--- src/rtl/prim_shadow_wr_ctrl_pkg.sv ---
// prim_shadow_wr_ctrl_pkg: shared FSM state and result-code types for the shadowed-register write controller
// Contents: state_e (controller FSM), err_e (rsp_err_o codes), idx_w() (index width, min 1)
package prim_shadow_wr_ctrl_pkg;
    typedef enum logic [2:0] {ST_IDLE, ST_CLEAR, ST_WR1, ST_WR2, ST_CHECK, ST_RESP} state_e;
    typedef enum logic [1:0] {ERR_OK, ERR_UPDATE, ERR_STORAGE, ERR_READBACK} err_e;
    function automatic int idx_w(input int n);
        return (n > 1) ? $clog2(n) : 1;
    endfunction
endpackage

--- src/rtl/prim_shadow_wr_ctrl_if.sv ---
// prim_shadow_wr_ctrl_if: requester and shadowed-register signals of the write controller
// Requester side: req_valid_i, req_wd_i -> req_ready_o, rsp_valid_o, rsp_id_o, rsp_err_o
// Register side: shadow_re_o, shadow_we_o, shadow_wd_o -> shadow_q_i, shadow_err_update_i, shadow_err_storage_i
// Modports: master (requesters plus register model), slave (controller)
interface prim_shadow_wr_ctrl_if import prim_shadow_wr_ctrl_pkg::*; #(
    parameter int NumReq = 2,
    parameter int DW = 32
);
    localparam int IdW = idx_w(NumReq);
    logic [NumReq-1:0] req_valid_i;
    logic [NumReq-1:0][DW-1:0] req_wd_i;
    logic [NumReq-1:0] req_ready_o;
    logic rsp_valid_o;
    logic [IdW-1:0] rsp_id_o;
    logic [1:0] rsp_err_o;
    logic shadow_re_o;
    logic shadow_we_o;
    logic [DW-1:0] shadow_wd_o;
    logic [DW-1:0] shadow_q_i;
    logic shadow_err_update_i;
    logic shadow_err_storage_i;
    modport master (
        output req_valid_i, req_wd_i, shadow_q_i, shadow_err_update_i, shadow_err_storage_i,
        input  req_ready_o, rsp_valid_o, rsp_id_o, rsp_err_o, shadow_re_o, shadow_we_o, shadow_wd_o
    );
    modport slave (
        input  req_valid_i, req_wd_i, shadow_q_i, shadow_err_update_i, shadow_err_storage_i,
        output req_ready_o, rsp_valid_o, rsp_id_o, rsp_err_o, shadow_re_o, shadow_we_o, shadow_wd_o
    );
endinterface

--- src/rtl/prim_shadow_wr_rr_arb.sv ---
// prim_shadow_wr_rr_arb: round-robin pick of the first requester at or after ptr_i
// Ports: req_i (requests), ptr_i (priority pointer) -> gnt_o (one-hot grant), idx_o (granted index)
module prim_shadow_wr_rr_arb import prim_shadow_wr_ctrl_pkg::*; #(
    parameter int NumReq = 2,
    localparam int IdW = idx_w(NumReq)
) (
    input  logic [NumReq-1:0] req_i,
    input  logic [IdW-1:0]    ptr_i,
    output logic [NumReq-1:0] gnt_o,
    output logic [IdW-1:0]    idx_o
);
    // Scanning from the farthest offset down leaves the nearest requester to ptr_i in idx_o.
    always_comb begin
        idx_o = '0;
        for (int i = NumReq - 1; i >= 0; i--)
            if (req_i[(int'(ptr_i) + i) % NumReq]) idx_o = IdW'((int'(ptr_i) + i) % NumReq);
        gnt_o = |req_i ? NumReq'(1) << idx_o : '0;
    end
endmodule

--- src/rtl/prim_shadow_wr_ctrl.sv ---
// prim_shadow_wr_ctrl: arbitrates requesters and runs the clear/write/write(/check) sequence on a shadowed register
// Ports: clk_i, rst_ni (async, active-low); bus (prim_shadow_wr_ctrl_if.slave);
//        busy_o (transaction in flight), fatal_o (sticky storage error)
// Option: PRIM_SHADOW_WR_CTRL_READBACK_EN adds a CHECK state comparing shadow_q_i against the written data.
module prim_shadow_wr_ctrl import prim_shadow_wr_ctrl_pkg::*; #(
    parameter int NumReq = 2,
    parameter int DW = 32
) (
    input  logic clk_i,
    input  logic rst_ni,
    prim_shadow_wr_ctrl_if.slave bus,
    output logic busy_o,
    output logic fatal_o
);
    localparam int IdW = idx_w(NumReq);
    state_e state_q, state_d;
    err_e err_q, err_d;
    logic [IdW-1:0] ptr_q, id_q, gnt_idx;
    logic [DW-1:0] data_q;
    logic [NumReq-1:0] gnt;
    logic fatal_q, grant;
    prim_shadow_wr_rr_arb #(.NumReq(NumReq)) u_arb (
        .req_i(bus.req_valid_i),
        .ptr_i(ptr_q),
        .gnt_o(gnt),
        .idx_o(gnt_idx)
    );
    // rst_ni gates the grant so req_ready_o stays low while reset is held.
    assign grant = rst_ni && state_q == ST_IDLE && |bus.req_valid_i;
    always_comb begin
        state_d = state_q;
        err_d = err_q;
        case (state_q)
            ST_IDLE: if (grant) begin
                state_d = fatal_q ? ST_RESP : ST_CLEAR;
                err_d = fatal_q ? ERR_STORAGE : ERR_OK;
            end
            ST_CLEAR: state_d = ST_WR1;
            ST_WR1: state_d = ST_WR2;
            ST_WR2: begin
`ifdef PRIM_SHADOW_WR_CTRL_READBACK_EN
                state_d = ST_CHECK;
`else
                state_d = ST_RESP;
`endif
                if (bus.shadow_err_update_i && err_q == ERR_OK) err_d = ERR_UPDATE;
            end
`ifdef PRIM_SHADOW_WR_CTRL_READBACK_EN
            ST_CHECK: begin
                state_d = ST_RESP;
                if (bus.shadow_q_i != data_q && err_q == ERR_OK) err_d = ERR_READBACK;
            end
`endif
            default: state_d = ST_IDLE;
        endcase
        if (bus.shadow_err_storage_i) err_d = ERR_STORAGE;
    end
    always_ff @(posedge clk_i or negedge rst_ni) begin
        if (!rst_ni) begin
            state_q <= ST_IDLE;
            err_q <= ERR_OK;
            ptr_q <= '0;
            id_q <= '0;
            data_q <= '0;
            fatal_q <= 1'b0;
        end else begin
            state_q <= state_d;
            err_q <= err_d;
            fatal_q <= fatal_q | bus.shadow_err_storage_i;
            if (grant) begin
                ptr_q <= (gnt_idx == IdW'(NumReq - 1)) ? '0 : gnt_idx + IdW'(1);
                id_q <= gnt_idx;
                data_q <= bus.req_wd_i[gnt_idx];
            end
        end
    end
    assign bus.req_ready_o = grant ? gnt : '0;
    assign bus.shadow_re_o = state_q == ST_CLEAR;
    assign bus.shadow_we_o = state_q == ST_WR1 || state_q == ST_WR2;
    assign bus.shadow_wd_o = bus.shadow_we_o ? data_q : '0;
    assign bus.rsp_valid_o = state_q == ST_RESP;
    assign bus.rsp_id_o = bus.rsp_valid_o ? id_q : '0;
    assign bus.rsp_err_o = bus.rsp_valid_o ? err_q : ERR_OK;
    assign busy_o = state_q != ST_IDLE;
    assign fatal_o = fatal_q;
endmodule

--- src/flat_wrapper.sv ---
// flat-port wrapper written by rule: the top's interface ports become plain ports
module prim_shadow_wr_ctrl_flat import prim_shadow_wr_ctrl_pkg::*;
#(
    parameter int NumReq = 2,
    parameter int DW = 32
)
  (clk_i, rst_ni, busy_o, fatal_o, bus_req_valid_i, bus_req_wd_i, bus_shadow_q_i, bus_shadow_err_update_i, bus_shadow_err_storage_i, bus_req_ready_o, bus_rsp_valid_o, bus_rsp_id_o, bus_rsp_err_o, bus_shadow_re_o, bus_shadow_we_o, bus_shadow_wd_o);
  prim_shadow_wr_ctrl_if #(.NumReq(NumReq), .DW(DW)) bus_i ();
  input  logic clk_i;
  input  logic rst_ni;
  output logic busy_o;
  output logic fatal_o;
  input wire logic [$bits(bus_i.req_valid_i)-1:0] bus_req_valid_i;
  input wire logic [$bits(bus_i.req_wd_i)-1:0] bus_req_wd_i;
  input wire logic [$bits(bus_i.shadow_q_i)-1:0] bus_shadow_q_i;
  input wire logic [$bits(bus_i.shadow_err_update_i)-1:0] bus_shadow_err_update_i;
  input wire logic [$bits(bus_i.shadow_err_storage_i)-1:0] bus_shadow_err_storage_i;
  output wire logic [$bits(bus_i.req_ready_o)-1:0] bus_req_ready_o;
  output wire logic [$bits(bus_i.rsp_valid_o)-1:0] bus_rsp_valid_o;
  output wire logic [$bits(bus_i.rsp_id_o)-1:0] bus_rsp_id_o;
  output wire logic [$bits(bus_i.rsp_err_o)-1:0] bus_rsp_err_o;
  output wire logic [$bits(bus_i.shadow_re_o)-1:0] bus_shadow_re_o;
  output wire logic [$bits(bus_i.shadow_we_o)-1:0] bus_shadow_we_o;
  output wire logic [$bits(bus_i.shadow_wd_o)-1:0] bus_shadow_wd_o;
  assign bus_i.req_valid_i = bus_req_valid_i;
  assign bus_i.req_wd_i = bus_req_wd_i;
  assign bus_i.shadow_q_i = bus_shadow_q_i;
  assign bus_i.shadow_err_update_i = bus_shadow_err_update_i;
  assign bus_i.shadow_err_storage_i = bus_shadow_err_storage_i;
  assign bus_req_ready_o = bus_i.req_ready_o;
  assign bus_rsp_valid_o = bus_i.rsp_valid_o;
  assign bus_rsp_id_o = bus_i.rsp_id_o;
  assign bus_rsp_err_o = bus_i.rsp_err_o;
  assign bus_shadow_re_o = bus_i.shadow_re_o;
  assign bus_shadow_we_o = bus_i.shadow_we_o;
  assign bus_shadow_wd_o = bus_i.shadow_wd_o;
  prim_shadow_wr_ctrl #(.NumReq(NumReq), .DW(DW)) u_core (.clk_i(clk_i), .rst_ni(rst_ni), .bus(bus_i), .busy_o(busy_o), .fatal_o(fatal_o));
endmodule
--- config.mk ---
export PLATFORM = sky130hd
export DESIGN_NAME = prim_shadow_wr_ctrl_flat
export DESIGN_NICKNAME = d
export VERILOG_FILES = /design/src/rtl/prim_shadow_wr_ctrl_pkg.sv /design/src/rtl/prim_shadow_wr_ctrl_if.sv /design/src/rtl/prim_shadow_wr_rr_arb.sv /design/src/rtl/prim_shadow_wr_ctrl.sv /design/src/flat_wrapper.sv
export SDC_FILE = /design/constraint.sdc
export NUM_CORES = 1
export LEC_CHECK = 0
export CAP_MARGIN = 20
export CORE_ASPECT_RATIO = 1.2
export CORE_MARGIN = 2
export CORE_UTILIZATION = 37
export CTS_CLUSTER_SIZE = 25
export DETAILED_ROUTE_END_ITERATION = 8
export PLACE_DENSITY = 0.9
export SLEW_MARGIN = 5
export SYNTH_ARGS = -nofsm -noshare
export SYNTH_HDL_FRONTEND = slang
export SYNTH_SLANG_ARGS = --single-unit
export TNS_END_PERCENT = 100
--- constraint.sdc ---
create_clock -name clk_i -period 2.1 [get_ports clk_i]
set_clock_uncertainty 0.15 [all_clocks]
set_input_delay 0.63 -clock clk_i [delete_from_list [all_inputs] [get_ports clk_i]]
set_output_delay 0.63 -clock clk_i [all_outputs]
set_load 0.01 [all_outputs]
**After elaboration in Yosys (flattened, before gate mapping)**

Index checks and enable logic that the tools add are counted.

- Bitwise operators: 2
- Equality and inequality tests: 7
- Shift-type cells: 1
- Add/subtract/negate cells: 2
- Multiplexer cells: 23
- Order comparisons: 3
- Reductions and logical operators: 10

Operators by type and width:

| kind | number |
|---|---|
| two-way mux 32 bit | 3 |
| two-way mux 2 bit | 7 |
| one-hot mux 3 bit (4 select lines) | 1 |
| two-way mux 1 bit | 9 |
| equality test 3 x 2 -> 1 bit (second input constant) | 2 |
| two-way mux 3 bit | 2 |
| != test 3 x 2 -> 1 bit (second input constant) | 2 |
| nonzero test 3 bit | 2 |
| less-than comparator 1 x 2 -> 1 bit (second input constant) | 2 |
| one-hot mux 2 bit (2 select lines) | 1 |
| equality test 3 x 1 -> 1 bit (second input constant) | 1 |
| equality test 3 bit (second input constant) | 1 |
| logical AND 1 bit | 3 |
| zero test 3 bit | 1 |
| less-than comparator 2 x 3 -> 1 bit (second input constant) | 1 |
| AND reduction 3 bit | 1 |
| adder 1 bit (second input constant) | 2 |
| zero test 2 bit | 1 |
| != test 2 x 1 -> 1 bit (second input constant) | 1 |
| OR reduction 2 bit | 1 |
| << shifter 1 x 1 -> 2 bit (first input constant) | 1 |
| bitwise AND 1 bit (first input constant) | 1 |
| logical OR 1 bit | 1 |
| bitwise OR 1 bit | 1 |

- Input bits: 102
- Output and inout port bits: 42
- Flip-flop bits (word level): 40

**Longest topological paths before layout**

Gate-level depths: netlist of run 1.

- Depth after elaboration: 10
- Mapped depth: 6
- Gate-level depth less buffers: 4

**Modules after synthesis**

A second synthesis of run 1 with hierarchy kept.

- Cell total of the unflattened synthesis: 181
- Area, all modules: 2235.9 µm²

Modules (own cells, without submodules):

| module | cells each | area an instance (µm²) | instances |
|---|---|---|---|
| prim_shadow_wr_ctrl | 177 | 2209.6 | 1 |
| prim_shadow_wr_rr_arb | 4 | 26.3 | 1 |

**Least setup slack after synthesis of run 1**

OpenSTA, ideal clock, no wires.

- Kind: input-to-output
- From: input bus_req_valid_i[1]
- To: output bus_req_ready_o[1]
- Path buffers: 2
- Cell stages on the path: 5
- Data arrival time: 1448 ps
- Data required time: 1320 ps
- Slack: -128 ps
- Cells stage by stage: buf_2 -> o21a_1 -> buf_2 -> nand2_1 -> nor3_1

- Cells in the longest elaborated chain, start to end: 8
- Elaborated cells between the ends (all ways): 12
- Classes of those cells: shift (1); mux (9); reduce/logical (2)

Ends and longest elaborated chain:

| item | line | RTL |
|---|---|---|
| from (decl) | flat_wrapper.sv:13 | `input wire logic [$bits(bus_i.req_valid_i)-1:0] bus_req_valid_i;` |
| two-way mux 1 bit (implied by the code) (3 in series) | prim_shadow_wr_rr_arb.sv:16 | `if (req_i[(int'(ptr_i) + i) % NumReq]) idx_o = IdW'((int'(ptr_i) + i) % NumReq);` |
| two-way mux 1 bit (2 in series) | prim_shadow_wr_rr_arb.sv:16 |  |
| << shifter 1 x 1 -> 2 bit | prim_shadow_wr_rr_arb.sv:17 | `gnt_o = \|req_i ? NumReq'(1) << idx_o : '0;` |
| two-way mux 2 bit | prim_shadow_wr_rr_arb.sv:17 |  |
| two-way mux 2 bit * | prim_shadow_wr_ctrl.sv:77 | `assign bus.req_ready_o = grant ? gnt : '0;` |
| to (decl) | flat_wrapper.sv:18 | `output wire logic [$bits(bus_i.req_ready_o)-1:0] bus_req_ready_o;` |

Mark *: on every way between the ends. The rest lies on a longest branch, timed or not. The select of a mux whose other input is x is not followed.

**Worst setup path after layout of run 1**

- From: register u_core.state_q[2]
- To: output bus_shadow_wd_o[10]

- Cells in the longest elaborated chain, start to end: 3
- Elaborated cells between the ends (all ways): 4
- Classes of those cells: eq/ne (2); mux (1); reduce/logical (1)

Ends and longest elaborated chain:

| item | line | RTL |
|---|---|---|
| from (decl) | prim_shadow_wr_ctrl.sv:16 | `state_e state_q, state_d;` |
| from (signal assigned) | prim_shadow_wr_ctrl.sv:67 | `state_q <= state_d;` |
| equality test 3 x 2 -> 1 bit | prim_shadow_wr_ctrl.sv:79 | `assign bus.shadow_we_o = state_q == ST_WR1 \|\| state_q == ST_WR2;` |
| logical OR 1 bit * | prim_shadow_wr_ctrl.sv:79 |  |
| two-way mux 32 bit * | prim_shadow_wr_ctrl.sv:80 | `assign bus.shadow_wd_o = bus.shadow_we_o ? data_q : '0;` |
| to (decl) | flat_wrapper.sv:24 | `output wire logic [$bits(bus_i.shadow_wd_o)-1:0] bus_shadow_wd_o;` |

Mark *: on every way between the ends. The rest lies on a longest branch, timed or not.

==> impl_metrics.yaml, run 1 <==
cts:
  clockBufferDepth: 2
  root_buffer: "clkbuf_8"
  cts_sinks: 40
  cts_tree: "yes"
  cts.clk_slew.worst_paths_ns: 0.08
  hold_buffers: 0
  cts_buffers: 5
  htree_levels: 2
  clock_latency_ns: 0.29
critical_path:
  rrSetupSlack_ns: 0.28
  arrival_ns: 1.50
  critical_path_class: "flop to output pin"
  required_ns: 1.32
  cp_max_fo: 6
  crit_path_end_kind: "output pin"
  startpoint_type: "flop"
finish:
  final_nets: 500
  diodes: 0
  syn_to_final_growth_pct: 72.8
  nFillCells: 504
  final-seq-area_sq_mm: 0.00100
  final-instance-count-excl-fill: 481
  drive_gt1_share_pct: 34.3
  fin_util_pct: 66.3
  multi_input_area_sq_mm: 0.00128
synthesis:
  synth-edff-count: 0
  synth_top_area_share_pct: 43.1
  synth.area.top_cells: "dfrtp_1 43%, o211ai_1 11%, and2_1 9.4%, a31oi_1 8.6%, a21oi_1 8.0%"
  yosysTopAreaCell: "dfrtp_1"
  ys_seq_area_share_pct: 43.1
  yosys_warnings: 0
  synth_cell_type_count: 26
  synth.most_common_cell: "dfrtp_1"
  ys.flop_type: "dfrtp_1"
  syn_inst: 269
  synth.net_count: 371
  mappedNetlistArea_sq_mm: 0.00232
  synth_seq_cells: 40
  syn_avg_cell_area_sq_um: 8.64
  synth_commonest_cells: "40 x dfrtp_1, 37 x a21oi_1, 35 x and2_1"
  async_flop_share_pct: 100
timing:
  fin_crit_sh_pct: 109
  rsz0062_at_grt: "yes"
  hold_violations: 0
  finalSetupViolations: 38
  finalMaxSlewViolations: 0
  period_minus_slack_ns: 2.28
  slew_headroom_pct: 72.6
  setup_tns_ns: -3.76
  max_freq_ghz: 0.438
  worst_pin_slew_ns: 0.407
  finalWorstSetupSlack_ns: -0.181
pwr:
  power.density_mw_per_mm2: 1250
  p_leak_nw: 1.65
  peakVddDrop_mv: 0.616
  power_mw: 5.03
placed_design:
  dp_cells: 456
  place_ws_ns: -0.831
  portBuffers: 111
  gp_congestion: 0.768
  dp_hpwl_um: 5320
routing:
  wl_per_cell_um: 17.0
  drtIter0Drc: 119
  viasPerCell: 5.51
  wl_um: 8190
  num_vias: 2650
  ant_nets: 0
  first_pass_iters: 4
  drc: 0
floorplan:
  ioPinCount: 144
  die_height_um: 90.8
  rows: 31
  start_util_pct: 38.4
  core-area_sq_mm: 0.00605
  fp.dieW_um: 76.3
  die-area_sq_mm: 0.00693
global_route:
  grt_use_total_pct: 23.0
  grt_antenna_before_repair: 0
  grt_first_pass_wirelength_um: 13000
  grt_max_degree: 42
  grt_pass1_vias: 2614
  grt_overflow: 0
hold_path:
  hold_class: "input pin to async pin"
outcome:
  violations: "setup timing"
  status: "complete, but fails checks"
job:
  maxCapViolCount: 0
-- critical path, cell delays in order, from the launching register on --
cell	delay, ns
dfrtp_2	0.44
nor2b_4	0.28
buf_6	0.16
buf_6	0.10
and2_4	0.13
buf_6	0.10
-- layer usage --
metal	track usage (%)	share of wire, %
met5	0	0
met4	7.27	1.8
met3	3.30	5.3
met2	42.6	56
met1	27.2	37
-- final timing paths --
| kind | endpoint | start | depth (start not counted) |
|---|---|---|---|
| max | bus_shadow_wd_o[10] | u_core.state_q[2] | 5 |
| min | u_core.ptr_q | rst_ni | 2 |
| max reg2reg | u_core.data_q[24] | u_core.state_q[1] | 8 |
| min reg2reg | u_core.fatal_o | u_core.fatal_o | 1 |
| max in group asynchronous | u_core.data_q[0] | rst_ni | 2 |
| min in group clk_i | u_core.fatal_o | u_core.fatal_o | 1 |
-- kinds of logic (layout without fill, tap and decap cells) --
family,count (synthesis),in the layout,synth area share (%)
AOI/OAI and AO/OA,138,138,35.3
xor gates and xnor gates,1,1,0.377
buffers and inverters,36,166,6.73
DFF,40,40,43.1
muxes,1,1,0.485
and+or+nand+nor,53,53,14.1
-- final cells by class --
type | instances | area share (%)
clock buffer | 6 | 2.06
clock inverter | 2 | 0.249
inverter | 4 | 0.436
multi-input combinational | 193 | 32.0
sequential | 40 | 25.0
tap | 82 | 2.56
timing repair buffer | 154 | 37.7
-- report_power, final --
group	switching [mW]	leakage [nW]	total, mW	internal [mW]
clock	0.265	0.0510	0.527	0.262
sequential	0.219	0.447	1.35	1.14
combinational	1.41	1.15	3.15	1.73
-- registers in the layout (all words and copies together), names as in the netlist --
register	flops
u_core.fatal_o	1
u_core.ptr_q	1
u_core.data_q	32
u_core.state_q	3
u_core.id_q	1
u_core.err_q	2
-- stage by stage --
stage                     instance area, sq um  hold slack (ns)
after floorplan                           2330            0.184
after global placement                    3620            0.336
after detailed placement                  3620            0.352
after CTS                                 3770            0.320
after global routing                      4010            0.257
final                                     4010            0.235
-- what timing repair did --
item / in CTS / in global routing
setup buffers: 15 / 3
setup endpoints to repair: 74 / 75
cloned: 4 / 0
pin swaps: 12 / 21
resized for setup: 189 / 77
-- layout by cell type (no fill, tap or decap), drive strengths merged, types with 4 or more instances in the layout --
master         count
buf               85
clkdlybuf4s50     67
dfrtp             40
a21oi             37
and2              35
o21ai             34
o211ai            33
a31oi             32
clkbuf             6
nor2               6
inv                4
No activity file was read; power rests on OpenSTA's default activity.
==> run 2: changes to the inputs <==
--- a/config.mk
+++ b/config.mk
@@ -8,11 +8,12 @@
 export CAP_MARGIN = 20
 export CORE_ASPECT_RATIO = 1.2
 export CORE_MARGIN = 2
-export CORE_UTILIZATION = 37
+export CORE_UTILIZATION = 38
+export CTS_BUF_LIST = sky130_fd_sc_hd__clkbuf_4 sky130_fd_sc_hd__clkbuf_8
 export CTS_CLUSTER_SIZE = 25
 export DETAILED_ROUTE_END_ITERATION = 8
-export PLACE_DENSITY = 0.9
-export SLEW_MARGIN = 5
+export PLACE_DENSITY = 0.91
+export SLEW_MARGIN = 20
 export SYNTH_ARGS = -nofsm -noshare
 export SYNTH_HDL_FRONTEND = slang
 export SYNTH_SLANG_ARGS = --single-unit
==> impl_metrics.yaml, run 2 (synthesis gave the netlist of run 1 again) <==
outcome:
  status: "complete, but fails checks"
  violations: "setup timing"
global_route:
  grt_antenna_before_repair: 1
  grt_max_degree: 42
  grt_first_pass_wirelength_um: 12700
  grt_use_total_pct: 24.7
  grt_overflow: 0
  grt_pass1_vias: 2567
pwr:
  p_leak_nw: 1.72
  power_mw: 5.49
  power.density_mw_per_mm2: 1310
  peakVddDrop_mv: 0.692
finish:
  fin_util_pct: 70.3
  largestRegisters: "u_core.data_q x32, u_core.state_q x3, u_core.err_q x2"
  final_cell_mix: "67 x clkdlybuf4s50_1, 49 x buf_6, 38 x dfrtp_1"
  drive_gt1_share_pct: 35.6
  syn_to_final_growth_pct: 80.6
  final-instance-count-excl-fill: 485
  largest_reg_flops: 32
  regMostFlops: "u_core.data_q"
  final_nets: 503
  fin_area_sq_mm: 0.00420
  layout_commonest_cell: "clkdlybuf4s50_1"
timing:
  rsz0062_at_grt: "yes"
  finalSetupViolations: 41
  finalWorstSetupSlack_ns: -0.193
  period_minus_slack_ns: 2.29
  finalMaxSlewViolations: 0
  fin_crit_sh_pct: 109
  slew_headroom_pct: 71.7
  worst_pin_slew_ns: 0.421
  hold_violations: 0
  max_freq_ghz: 0.436
floorplan:
  core-area_sq_mm: 0.00597
  ioPinCount: 144
  die-area_sq_mm: 0.00676
  rows: 31
  fp.dieW_um: 75.4
  die_height_um: 89.7
  start_util_pct: 38.9
critical_path:
  arrival_ns: 1.51
  ff2ff_path_depth: 9
  crit_path_end_kind: "output pin"
  critical_path_class: "flop to output pin"
  rrSetupSlack_ns: -0.02
  regToRegStartpoint: "u_core.state_q[1]"
  required_ns: 1.32
  rr_endpoint: "u_core.id_q"
  cp_max_fo: 3
  startpoint_type: "flop"
routing:
  drc: 0
  wl_per_cell_um: 17.5
  num_vias: 2689
  first_pass_iters: 4
  viasPerCell: 5.54
  drtIter0Drc: 192
  wl_um: 8490
  ant_nets: 0
cts:
  cts_tree: "yes"
  root_buffer: "clkbuf_8"
  cts_sinks: 40
  clock_latency_ns: 0.28
  clockBufferDepth: 2
  cts.clk_slew.worst_paths_ns: 0.08
  htree_levels: 2
  hold_buffers: 0
  cts_buffers: 5
job:
  maxCapViolCount: 0
hold_path:
  hold_class: "input pin to async pin"
placed_design:
  dp_hpwl_um: 5330
  dpl_cell_area_sq_mm: 0.00364
  portBuffers: 111
  dp_cells: 457
  gp_congestion: 0.786
  place_ws_ns: -0.818
==> run 2: cell count changes in the layout (fill, tap and decap cells not counted), moves of 3 or more <==
cell    previous run  this run
and2_1             5         1
and2_4            30        34
buf_12             2         6
buf_2              9         5
buf_4             26        22
buf_16             0         3
==> run 2: critical path, stage by stage, from the launching register on <==
cell,delay (ns)
dfrtp_2,0.43
buf_6,0.13
buf_6,0.11
nor3_4,0.21
nand2_2,0.11
nor3_2,0.10
buf_2,0.15
==> run 2: worst max path at each step <==
| stage | from | to | slack, ns | depth (start not counted) |
|---|---|---|---|---|
| after floorplan | bus_req_valid_i[1] | bus_req_ready_o[0] | -0.02 | 5 |
| after global placement | bus_req_valid_i[1] | bus_req_ready_o[1] | -0.72 | 5 |
| after detailed placement | bus_req_valid_i[0] | bus_req_ready_o[0] | -0.82 | 5 |
| after CTS | u_core.state_q[2] | bus_req_ready_o[1] | -0.23 | 6 |
| after global routing | u_core.state_q[1] | bus_req_ready_o[0] | -0.26 | 6 |
| final | u_core.state_q[1] | bus_req_ready_o[1] | -0.19 | 6 |
==> run 2: power breakdown <==
group	switching, mW	internal (mW)	total [mW]
logic	1.50	2.07	3.56
clock network	0.256	0.294	0.550
registers	0.237	1.14	1.37
==> run 2: area by class of cell <==
type,count,area [sq um]
fill,484,1780
timing repair buffer,157,1690
multi-input combinational,193,1290
sequential,40,1000
tap,82,103
clock buffer,8,97.6
inverter,4,15.0
antenna,1,2.50
==> run 2: per-layer routing <==
layer	track usage [%]	share of wire, %
met5	0	0
met1	30.2	37
met2	43.5	54
met3	5.02	8.5
met4	7.50	1.3
==> run 2: timing repair <==
action / 4_1_cts / 5_1_grt
gates cloned: 4 / 1
gates resized for setup: 222 / 56
pin swaps: 18 / 19
endpoints found under the setup margin: 75 / 75
setup buffers: 13 / 2
==> run 2: through the flow <==
| stage | setup TNS (ns) | hold WS, ns |
|---|---|---|
| 3_5_place_dp | -24.67 | 0.349 |
| 4_1_cts | -5.97 | 0.298 |
| 5_1_grt | -8.03 | 0.251 |
| 6_report | -5.16 | 0.224 |
| 3_3_place_gp | -20.72 | 0.312 |
| 2_1_floorplan | -0.0318 | 0.184 |
